<file path="src/rtl/rv32i_types.sv">
`default_nettype none
// ============================================================================
//  Module      : rv32i_types (package)
//  Description : Shared types and constants for the MEM stage: pipeline
//                register structs, MEM FSM states, load/store encodings and
//                writeback mux select encodings.
//  Revision    : 1.0 - initial release
// ============================================================================
package rv32i_types;

    localparam logic [6:0] c_op_load  = 7'b0000011;
    localparam logic [6:0] c_op_store = 7'b0100011;

    // Load funct3 encodings
    localparam logic [2:0] c_f3_lb  = 3'b000;
    localparam logic [2:0] c_f3_lh  = 3'b001;
    localparam logic [2:0] c_f3_lw  = 3'b010;
    localparam logic [2:0] c_f3_lbu = 3'b100;
    localparam logic [2:0] c_f3_lhu = 3'b101;

    // Access size lives in funct3[1:0] for both loads and stores
    localparam logic [1:0] c_size_b = 2'b00;
    localparam logic [1:0] c_size_h = 2'b01;
    localparam logic [1:0] c_size_w = 2'b10;

    typedef enum logic [0:0] {
        IDLE = 1'b0,
        WAIT = 1'b1
    } mem_state_t;

    typedef enum logic [2:0] {
        RF_ALU_OUT = 3'd0,
        RF_LB      = 3'd1,
        RF_LBU     = 3'd2,
        RF_LH      = 3'd3,
        RF_LHU     = 3'd4,
        RF_LW      = 3'd5
    } regfilemux_sel_t;

    typedef struct packed {
        logic        valid;
        logic [31:0] pc;
        logic [31:0] inst;
        logic [6:0]  opcode;
        logic [2:0]  funct3;
        logic [4:0]  rd_addr;
        logic        regf_we;
        logic [31:0] alu_out;
        logic [31:0] rs2_v;
    } ex_mem_stage_reg_t;

    typedef struct packed {
        logic            valid;
        logic [31:0]     pc;
        logic [31:0]     inst;
        logic [6:0]      opcode;
        logic [2:0]      funct3;
        logic [4:0]      rd_addr;
        logic            regf_we;
        logic [31:0]     alu_out;
        logic [31:0]     dmem_addr;
        logic [3:0]      dmem_rmask;
        logic [3:0]      dmem_wmask;
        logic [31:0]     dmem_wdata;
        regfilemux_sel_t regfilemux_sel;
    } mem_wb_stage_reg_t;

    // Writeback source: loads pick their extension flavour, everything else ALU
    function automatic regfilemux_sel_t rfmux_sel(input logic [6:0] opcode,
                                                  input logic [2:0] funct3);
        rfmux_sel = RF_ALU_OUT;
        if (opcode == c_op_load) begin
            case (funct3)
                c_f3_lb:  rfmux_sel = RF_LB;
                c_f3_lbu: rfmux_sel = RF_LBU;
                c_f3_lh:  rfmux_sel = RF_LH;
                c_f3_lhu: rfmux_sel = RF_LHU;
                c_f3_lw:  rfmux_sel = RF_LW;
                default:  rfmux_sel = RF_ALU_OUT;
            endcase
        end
    endfunction

endpackage
`default_nettype wire

</file>
<file path="src/rtl/mem_mask_gen.sv">
`default_nettype none
// ============================================================================
//  Module      : mem_mask_gen
//  Description : Combinational byte-lane mask, store data lane shift and
//                misalignment detection for a single data memory access.
//  Revision    : 1.0 - initial release
// ============================================================================
module mem_mask_gen
    import rv32i_types::*;
(
    input  logic [2:0]  funct3,
    input  logic [1:0]  off,
    input  logic [31:0] rs2_v,
    input  logic        is_load,
    input  logic        is_store,
    output logic [3:0]  rmask,
    output logic [3:0]  wmask,
    output logic [31:0] wdata,
    output logic        misaligned
);

    logic [3:0] w_mask;

    // Lane mask by access size; size encoding 2'b11 is illegal and never issues
    always_comb begin
        w_mask     = 4'b0000;
        misaligned = 1'b0;
        case (funct3[1:0])
            c_size_b: w_mask = 4'b0001 << off;
            c_size_h: begin
                w_mask     = 4'b0011 << off;
                misaligned = off[0];
            end
            c_size_w: begin
                w_mask     = 4'b1111;
                misaligned = (off != 2'b00);
            end
            default:  misaligned = 1'b1;
        endcase
        rmask = is_load  ? w_mask : 4'b0000;
        wmask = is_store ? w_mask : 4'b0000;
        wdata = rs2_v << {off, 3'b000};
    end

endmodule
`default_nettype wire

</file>
<file path="src/rtl/mem_stage.sv">
`default_nettype none
// ============================================================================
//  Module      : mem_stage
//  Description : MEM pipeline stage. Issues one data memory request per
//                load/store, registers MEM/WB, and freezes the pipeline while
//                the access held in MEM/WB waits for its response.
//  Revision    : 1.0 - initial release
// ============================================================================
module mem_stage
    import rv32i_types::*;
#(
    parameter int TIMEOUT_CYCLES = 1024
) (
    input  logic              clk,
    input  logic              rst,
    input  ex_mem_stage_reg_t ex_mem,
    input  logic              flush,
    output logic [31:0]       dmem_addr,
    output logic [3:0]        dmem_rmask,
    output logic [3:0]        dmem_wmask,
    output logic [31:0]       dmem_wdata,
    input  logic              dmem_resp,
    output mem_wb_stage_reg_t mem_wb,
    output logic              freeze_stall,
    output logic              flush_delayed,
    output logic              dmem_timeout
);

    localparam int c_cnt_w = $clog2(TIMEOUT_CYCLES) + 1;

    mem_state_t        r_state;
    mem_state_t        w_state_next;
    mem_wb_stage_reg_t r_mem_wb;
    logic              r_flush_pending;
    logic              r_flush_delayed;
    logic              r_dmem_timeout;
    logic [c_cnt_w-1:0] r_wait_cnt;

    logic        w_is_load;
    logic        w_is_store;
    logic        w_kill;
    logic        w_issue;
    logic        w_misaligned;
    logic [3:0]  w_mg_rmask;
    logic [3:0]  w_mg_wmask;
    logic [31:0] w_mg_wdata;

    assign w_is_load  = (ex_mem.opcode == c_op_load);
    assign w_is_store = (ex_mem.opcode == c_op_store);
    assign w_kill     = flush | r_flush_pending;
    assign dmem_addr  = {ex_mem.alu_out[31:2], 2'b00};

    mem_mask_gen u_mask_gen (
        .funct3     (ex_mem.funct3),
        .off        (ex_mem.alu_out[1:0]),
        .rs2_v      (ex_mem.rs2_v),
        .is_load    (w_is_load),
        .is_store   (w_is_store),
        .rmask      (w_mg_rmask),
        .wmask      (w_mg_wmask),
        .wdata      (w_mg_wdata),
        .misaligned (w_misaligned)
    );

    // Request issue, stall generation and next-state logic; rst suppresses
    // requests so nothing is driven while the stage is held in reset
    always_comb begin
        w_state_next = r_state;
        freeze_stall = (r_state == WAIT) && !dmem_resp;
        w_issue      = !rst && ex_mem.valid && (w_is_load || w_is_store) &&
                       !w_kill && !freeze_stall && !w_misaligned;
        dmem_rmask   = w_issue ? w_mg_rmask : 4'b0000;
        dmem_wmask   = w_issue ? w_mg_wmask : 4'b0000;
        dmem_wdata   = (w_issue && w_is_store) ? w_mg_wdata : 32'h0;
        case (r_state)
            IDLE:    if (w_issue) w_state_next = WAIT;
            WAIT:    if (dmem_resp && !w_issue) w_state_next = IDLE;
            default: w_state_next = IDLE;
        endcase
    end

    // FSM state register
    always_ff @(posedge clk or posedge rst) begin
        if (rst) r_state <= IDLE;
        else     r_state <= w_state_next;
    end

    // MEM/WB register: held while frozen, otherwise captures ex_mem
    always_ff @(posedge clk or posedge rst) begin
        if (rst) begin
            r_mem_wb <= '0;
        end else if (!freeze_stall) begin
            r_mem_wb.valid          <= ex_mem.valid && !w_kill;
            r_mem_wb.pc             <= ex_mem.pc;
            r_mem_wb.inst           <= ex_mem.inst;
            r_mem_wb.opcode         <= ex_mem.opcode;
            r_mem_wb.funct3         <= ex_mem.funct3;
            r_mem_wb.rd_addr        <= ex_mem.rd_addr;
            r_mem_wb.regf_we        <= ex_mem.regf_we;
            r_mem_wb.alu_out        <= ex_mem.alu_out;
            r_mem_wb.dmem_addr      <= dmem_addr;
            r_mem_wb.dmem_rmask     <= dmem_rmask;
            r_mem_wb.dmem_wmask     <= dmem_wmask;
            r_mem_wb.dmem_wdata     <= dmem_wdata;
            r_mem_wb.regfilemux_sel <= rfmux_sel(ex_mem.opcode, ex_mem.funct3);
        end
    end

    // A flush seen while frozen targets the instruction held upstream, so it
    // is remembered until the next unfrozen edge turns that slot into a bubble
    always_ff @(posedge clk or posedge rst) begin
        if (rst)               r_flush_pending <= 1'b0;
        else if (freeze_stall) r_flush_pending <= r_flush_pending | flush;
        else                   r_flush_pending <= 1'b0;
    end

    // Flush delayed by one cycle, independent of freeze
    always_ff @(posedge clk or posedge rst) begin
        if (rst) r_flush_delayed <= 1'b0;
        else     r_flush_delayed <= flush;
    end

    // Wait-cycle counter for the access in flight (restarts for each access,
    // saturates rather than wrapping)
    always_ff @(posedge clk or posedge rst) begin
        if (rst) begin
            r_wait_cnt <= '0;
        end else if (freeze_stall) begin
            if (r_wait_cnt != '1) r_wait_cnt <= r_wait_cnt + c_cnt_w'(1);
        end else begin
            r_wait_cnt <= '0;
        end
    end

    // Sticky timeout: set when the last allowed wait cycle also goes unanswered
    always_ff @(posedge clk or posedge rst) begin
        if (rst)
            r_dmem_timeout <= 1'b0;
        else if (freeze_stall && (r_wait_cnt == c_cnt_w'(TIMEOUT_CYCLES - 1)))
            r_dmem_timeout <= 1'b1;
    end

    assign mem_wb        = r_mem_wb;
    assign flush_delayed = r_flush_delayed;
    assign dmem_timeout  = r_dmem_timeout;

endmodule
`default_nettype wire
</file>
<file path="config.mk">
export PLATFORM = sky130hd
export DESIGN_NAME = mem_stage
export DESIGN_NICKNAME = d
export VERILOG_FILES = /design/src/rtl/rv32i_types.sv /design/src/rtl/mem_mask_gen.sv /design/src/rtl/mem_stage.sv
export SDC_FILE = /design/constraint.sdc
export NUM_CORES = 1
export LEC_CHECK = 0
export BUFFER_PORTS_ARGS = -buffer_cell sky130_fd_sc_hd__buf_4
export CAP_MARGIN = 20
export CORE_AREA = 2 2 159 161
export CTS_CLUSTER_DIAMETER = 200
export DETAILED_ROUTE_END_ITERATION = 7
export DIE_AREA = 0 0 161 163
export HOLD_SLACK_MARGIN = 0.12
export PLACE_DENSITY = 0.7
export SYNTH_ARGS = -nofsm -noshare
export SYNTH_HDL_FRONTEND = slang
export SYNTH_SLANG_ARGS = --single-unit
</file>
<file path="constraint.sdc">
create_clock -name clk -period 8.1 [get_ports clk]
set_input_delay 1.62 -clock clk [delete_from_list [all_inputs] [get_ports clk]]
set_output_delay 1.62 -clock clk [all_outputs]
set_load 0.01 [all_outputs]
</file>
==> run metrics, run 1 <==
initial core utilization=31.7%; crit path DAT=3.85 ns; outcome=finished clean; Seq/Total Area, Yosys=54.7%; die area=26200 um2; worst hold slack=0.470 ns; Die Span X=161 um; Synth Instances=877; RSZ-0062 raised after global routing=no; Post-synth EDFFs=0; Post-Synth Adder-Cell Area=0.160%; clk slew on worst S/H paths=0.08 ns; Distinct cells, synth=47; total number of vias=7022; leakage power=6.04 nW; GR Overflow Total=0; PwrDens=176 nW/um2; post-CTS sizing=0; Crit. End Element=primary output; final instance area=11300 um2; main combinational cell family by area after synthesis=simple AND/OR/NAND/NOR gates; DRT Wirelength=24.6 mm; hpwl dp=18.0 mm; minimum clock period=5.47 ns; Root Driver=clkbuf_16; number of top-level pins=412; Worst Hold Class=reg -> reg; Fin Setup TNS=0 ns; syn avg cell area=8.92 um2; IO buf count=407; Slew @ Worst Pin=0.968 ns; Final GP Congestion=0.867; Total GRT Usage=18.3%; P&R area growth vs syn=44.4%; Clock Sinks=171; hold_buf cts=0; uppermost routed layer=met4; chip height=163 um; met2 wire length=11.8 mm; Placed Instance Area=10700 um2; P_int=1.43 mW; Fmax=0.183 GHz; top_reg_cell synth=dfrtp_1; Comb pwr share=12.6%; Iter 0 DRT Violations=463; first-pass GRT wire length=37.8 mm; Fin Clk Skew=0.0140 ns; CP Launch Type=input pin; setup bufs post-CTS=0; Max Cap Violations=0; Peak VDD IR=0.102 mV; n_diodes=0; routed wl met3=2.09 mm; critical path class=in -> out; period utilization=67.6%; initial antenna violation count=0; synthesized cell area=7830 um2; core region area=24700 um2; synth warn=0; normalized max-slew margin=35.5%; Hold Fails Final Rpt=0; # rows=58; Net Sw Power=0.558 mW; Net Sw Frac=28.1%; XOR/XNOR Fraction of Synth Area=0.448%; vias per cell=4.57; Worst Path Max Fanout=62; fraction of registers with async set/reset=100%; register bit total from synthesis=171; routed length per instance=16.0 um; Routed Antenna Nets=0; Final Max Tran Viols=0; layout cell share with drive strength beyond 1=38.4%; Post-Synth Simple-Gate Area=25.0%; Critical Path RT=6.48 ns; largest buffer count on any clock path=2; final worst setup slack=2.63 ns; CTS H-Tree Depth=4; share of power burned in registers=45.3%; vias in the first global route=6805; TritonRoute pass-1 iters=5; wire length on met1=10.1 mm; post-synthesis compound-gate area fraction=6.97%; Inserted Clock Buffers=17; DRC Markers=0; clock share of power=42.0%; multiplexer share of the synthesized area=3.60%; Clock Latency Late Sink=0.42 ns; worst slack, placed=2.59 ns; fillers=2435; CTS tree=done; Setup-failing EPs final=0; largest net degree at the start of global routing=92; fin util=45.8%; Final nets=1345
-- power groups by stage --
stage                     clock network (mW)  registers [mW]  logic, mW
after floorplan                            0           0.929     0.0994
after global placement                     0           0.917      0.251
after detailed placement                   0           0.918      0.253
after CTS                              0.858           0.901      0.253
after global routing                   0.902           0.905      0.273
final                                  0.835           0.901      0.251
-- metal layers --
layer,vias up,global-route usage (%)
met5,-,0
met4,0,6.70
met3,29,5.04
met2,301,29.9
met1,3306,23.5
li1,3386,-
-- sequential cells by signal, summed over array words and instances, names as in the netlist --
register	flops
r_wait_cnt	11
r_state	1
dmem_timeout	1
mem_wb	156
r_flush_pending	1
flush_delayed	1
-- path summary, 6_finish.rpt --
kind	from	endpoint	slack, ns	depth (start not counted)
setup / recovery	dmem_resp	dmem_wdata[8]	2.63	6
hold / removal	mem_wb[155]	mem_wb[155]	0.47	2
setup reg to reg	r_state	r_wait_cnt[7]	5.35	6
hold reg to reg	mem_wb[155]	mem_wb[155]	0.47	2
max in group asynchronous	rst	mem_wb[102]	5.41	4
min in group asynchronous	rst	mem_wb[38]	1.40	2
-- cells by family (layout without fill, tap and decap cells) --
kind of cell    count (synthesis)  in the layout
buf+inv                       119            447
simple gates                  473            473
xor+xnor                        4              4
fa+ha+maj                       1              1
flops                         171            171
compound gates                 81             81
mux                            27             27
other cells                     1              4
-- cell type report --
type	instances	area (um2)	share of cell area, %
multi-input combinational	590	2850	25.2
clock buffer	17	425	3.76
inverter	3	21.3	0.188
sequential	171	4280	37.9
tap	330	413	3.65
timing repair buffer	412	3110	27.5
clock inverter	15	196	1.74
-- critical path, cell delays in order --
cell and delay (ns):
buf_4 0.08, nand2b_4 0.59, nand4b_4 0.24, or4b_4 0.85, nor3_1 0.29, buf_4 0.16
-- through the flow --
| stage | total power, mW | std cells |
|---|---|---|
| 3_5_place_dp | 1.17 | 1505 |
| 2_1_floorplan | 1.03 | 880 |
| 4_1_cts | 2.01 | 1537 |
| 5_1_grt | 2.08 | 1538 |
| 3_3_place_gp | 1.17 | 1505 |
| 6_report | 1.99 | 1538 |
-- cell usage after synthesis (2+ instances only) --
cell | instances | area, um2
nor2_1 | 43 | 161
nand3_1 | 4 | 20.0
o31ai_1 | 7 | 52.6
clkbuf_1 | 41 | 154
and4_1 | 2 | 17.5
o21a_1 | 3 | 22.5
buf_2 | 3 | 15.0
and3_1 | 12 | 75.1
buf_6 | 3 | 33.8
a21oi_1 | 13 | 65.1
buf_4 | 64 | 480
mux2_2 | 9 | 101
a32o_1 | 8 | 80.1
nor2b_1 | 5 | 31.3
mux2i_1 | 18 | 180
a22o_1 | 3 | 26.3
o31ai_4 | 2 | 42.5
xnor2_1 | 4 | 35.0
and2_1 | 2 | 12.5
nand4_1 | 2 | 12.5
nand3b_1 | 2 | 15.0
o211a_1 | 2 | 20.0
buf_1 | 5 | 18.8
a31oi_1 | 2 | 12.5
o21ai_1 | 2 | 10.0
nand2b_1 | 2 | 12.5
o21ai_0 | 34 | 170
dfrtp_1 | 171 | 4280
nand2_1 | 382 | 1430
inv_1 | 2 | 7.51
nor3_1 | 9 | 45.0
-- cell usage in the layout, fill, tap and decap left out, types with 2 or more instances in the layout --
cell type / count
a21oi_1: 13
o21a_1: 3
clkbuf_16: 17
o211a_1: 2
nand2_1: 382
mux2_2: 9
o31ai_4: 2
nand4_1: 2
buf_4: 411
and4_1: 2
nand3b_1: 2
a32o_1: 8
o21ai_0: 34
conb_1: 4
a31oi_1: 2
nor2b_1: 5
mux2i_1: 18
and3_1: 12
o31ai_1: 7
nor3_1: 9
a22o_1: 3
dfrtp_1: 171
xnor2_1: 4
nor2_1: 43
inv_8: 2
clkinv_4: 3
clkinv_8: 8
o21ai_1: 2
and2_1: 2
inv_6: 4
nand3_1: 4
No activity file was read; power rests on OpenSTA's default activity.
==> run 2, diff against run 1 <==
- clock period: 8.1 -> 5.2 ns (I/O delays scaled with it)
==> run 2 against run 1 <==
Net effect: first-iteration DRC count fell by 11%; cell area rose by 0.25%; sequential cell count did not move; via count barely moved; worst hold slack got worse by 0.012 ns; wire length rose by 1.6%; non-clock buffer count rose by 3; clock-buffer cell count did not move; setup slack got worse by 1.7 ns; combinational power rose by 56%; die area did not move; sequential power rose by 55%; critical endpoint is now dmem_wdata[14].
==> run metrics, run 2 (synthesized netlist as in run 1, its figures left out) <==
initial antenna violation count=0 (unchanged); Fin Clk Skew=0.0169 ns (was 0.0140 ns); setup bufs post-CTS=0 (unchanged); minimum clock period=4.26 ns; worst reg2reg path endpoint=r_wait_cnt[7] (unchanged); layout cell share with drive strength beyond 1=38.6% (was 38.4%); Critical Path RT=4.16 ns (was 6.48 ns); clock share of power=43.7% (was 42.0%); number of top-level pins=412 (unchanged); vias in the first global route=6695 (was 6805); RSZ-0062 raised after global routing=no (unchanged); normalized max-slew margin=37.9% (was 35.5%); Critical Path Max Stage Delay=0.85 ns (about the same); outcome=finished clean (unchanged); hold path startpoint=dmem_timeout (was mem_wb[155]); routed length per instance=16.2 um (was 16.0 um); die area=26200 um2 (unchanged); Hold Path Cell Cnt=1 (was 2); Clock Latency Late Sink=0.43 ns (was 0.42 ns); share of power burned in registers=44.0% (was 45.3%); Inserted Clock Buffers=17 (unchanged); worst hold endpoint=dmem_timeout (was mem_wb[155]); Net Sw Power=0.828 mW (was 0.558 mW); final worst setup slack=0.940 ns (was 2.63 ns); commonest cells after routing, fill and taps aside=buf_4 (415), nand2_1 (382), dfrtp_1 (171), nor2_1 (43), o21ai_0 (34) (was buf_4 (411), nand2_1 (382), dfrtp_1 (171), nor2_1 (43), o21ai_0 (34)); GR Overflow Total=0 (unchanged); Most Frequent Cell on Critical Path=buf_4 (unchanged); DRT Wirelength=25.0 mm (was 24.6 mm); crit path DAT=3.22 ns (was 3.85 ns); post-CTS sizing=0 (unchanged); Final GP Congestion=0.908 (was 0.867); max reg flops=156 (unchanged); Iter 0 DRT Violations=410 (was 463); period utilization=81.9%; Routed Antenna Nets=0 (unchanged); largest buffer count on any clock path=2 (unchanged); P&R area growth vs syn=44.8% (was 44.4%); PwrDens=281 nW/um2 (was 176 nW/um2); Fmax=0.235 GHz; Slew @ Worst Pin=0.932 ns (was 0.968 ns); critical path class=in -> out (unchanged); IO buf count=407 (unchanged); total number of vias=7028 (was 7022); Crit-path slowest cell=or4b_4 (unchanged); crit path cell chain=buf_4 -> nor4_4 -> nand4b_4 -> or4b_4 -> nor3_1 -> buf_4 (was buf_4 -> nand2b_4 -> nand4b_4 -> or4b_4 -> nor3_1 -> buf_4); first-pass GRT wire length=38.2 mm (was 37.8 mm); clk slew on worst S/H paths=0.07 ns (was 0.08 ns); chip height=163 um (unchanged); Reg2Reg Depth=7 (was 6); CP Launch Type=input pin (unchanged); initial core utilization=31.7% (unchanged); Tot Pwr=3.18 mW (was 1.99 mW); Worst Path Max Fanout=56 (was 62); r2r setup slk=2.38 ns (was 5.35 ns); hold_buf cts=0 (unchanged); CTS H-Tree Depth=4 (unchanged); Total GRT Usage=18.7% (was 18.3%); TritonRoute pass-1 iters=5 (unchanged); hpwl dp=18.6 mm (was 18.0 mm); Crit. End Element=primary output (unchanged); fin util=45.9% (was 45.8%); Worst Hold Class=reg -> reg (unchanged); leakage power=6.06 nW (was 6.04 nW); Hold Fails Final Rpt=0 (unchanged); Final Max Tran Viols=0 (unchanged); Fin Setup TNS=0 ns (unchanged); Peak VDD IR=0.159 mV (was 0.102 mV); Reg-to-Reg Start=r_state (unchanged); vias per cell=4.56 (was 4.57); Net Sw Frac=26.0% (was 28.1%); Clock Sinks=171 (unchanged); Root Driver=clkbuf_16 (unchanged); critical path's top delay family=simple AND/OR/NAND/NOR gates (unchanged); P_int=2.36 mW (was 1.43 mW); # rows=58 (unchanged); CP bufs+invs=2 (unchanged); CTS tree=done (unchanged); worst slack, placed=0.946 ns (was 2.59 ns); Final nets=1348 (was 1345); Comb pwr share=12.3% (was 12.6%); commonest non-fill, non-tap cell in the layout=buf_4 (unchanged); n_diodes=0 (unchanged); Die Span X=161 um (unchanged); DRC Markers=0 (unchanged); largest net degree at the start of global routing=89 (was 92); Max Cap Violations=0 (unchanged); Setup-failing EPs final=0 (unchanged); core region area=24700 um2 (unchanged)
==> run 2: final cells by class <==
cell class,instances,area (um2)
Multi-Input combinational cell,590,2850
Timing Repair Buffer,415,3120
Tap cell,330,413
Inverter,3,17.5
Fill cell,2452,13300
Clock inverter,15,226
Sequential cell,171,4280
Clock buffer,17,425
==> run 2: routing by layer <==
layer  GRT usage (%)  up-vias  routed length (um)  part of all wire (%)
met5               0        -                   0                     0
met4            5.88        0                 461                   1.8
met3            5.09       22                1880                   7.5
met2            30.9      276               12200                    49
met1            23.9     3341               10500                    42
li1                -     3389                   -                     -
==> run 2: power by group through the flow <==
stage | registers, mW | clock network, mW | logic (mW)
after CTS | 1.40 | 1.43 | 0.398
after global placement | 1.43 | 0 | 0.394
after floorplan | 1.45 | 0 | 0.155
final | 1.40 | 1.39 | 0.391
after detailed placement | 1.43 | 0 | 0.397
after global routing | 1.41 | 1.49 | 0.426
==> run 2: worst max-delay path by stage <==
stage                     from              to  slack, ns  depth (start not counted)
floorplan           ex_mem[76]  dmem_wdata[10]       1.53                          6
global placement    ex_mem[76]  dmem_wdata[10]       0.99                          6
detailed placement  ex_mem[76]  dmem_wdata[14]       0.95                          6
CTS                 ex_mem[76]  dmem_wdata[14]       0.94                          6
global route        ex_mem[76]  dmem_wdata[15]       0.81                          6
finish              ex_mem[76]  dmem_wdata[14]       0.94                          6
==> run 2: metrics by stage <==
stage	hold WS, ns	cell area (um2)	instances
final	0.459	11300	1541
after global routing	0.477	11300	1541
after CTS	0.463	11300	1541
after detailed placement	0.446	10700	1509
after global placement	0.441	10700	1509
after floorplan	0.479	7840	880
==> run 2: worst register-to-register path, delay by kind of cell (launching register included) <==
| kind | cells | cell delay (ns) |
|---|---|---|
| buf+inv | 3 | 1.89 |
| flops | 1 | 0.40 |
| compound gates | 2 | 0.27 |
| simple gates | 2 | 0.20 |
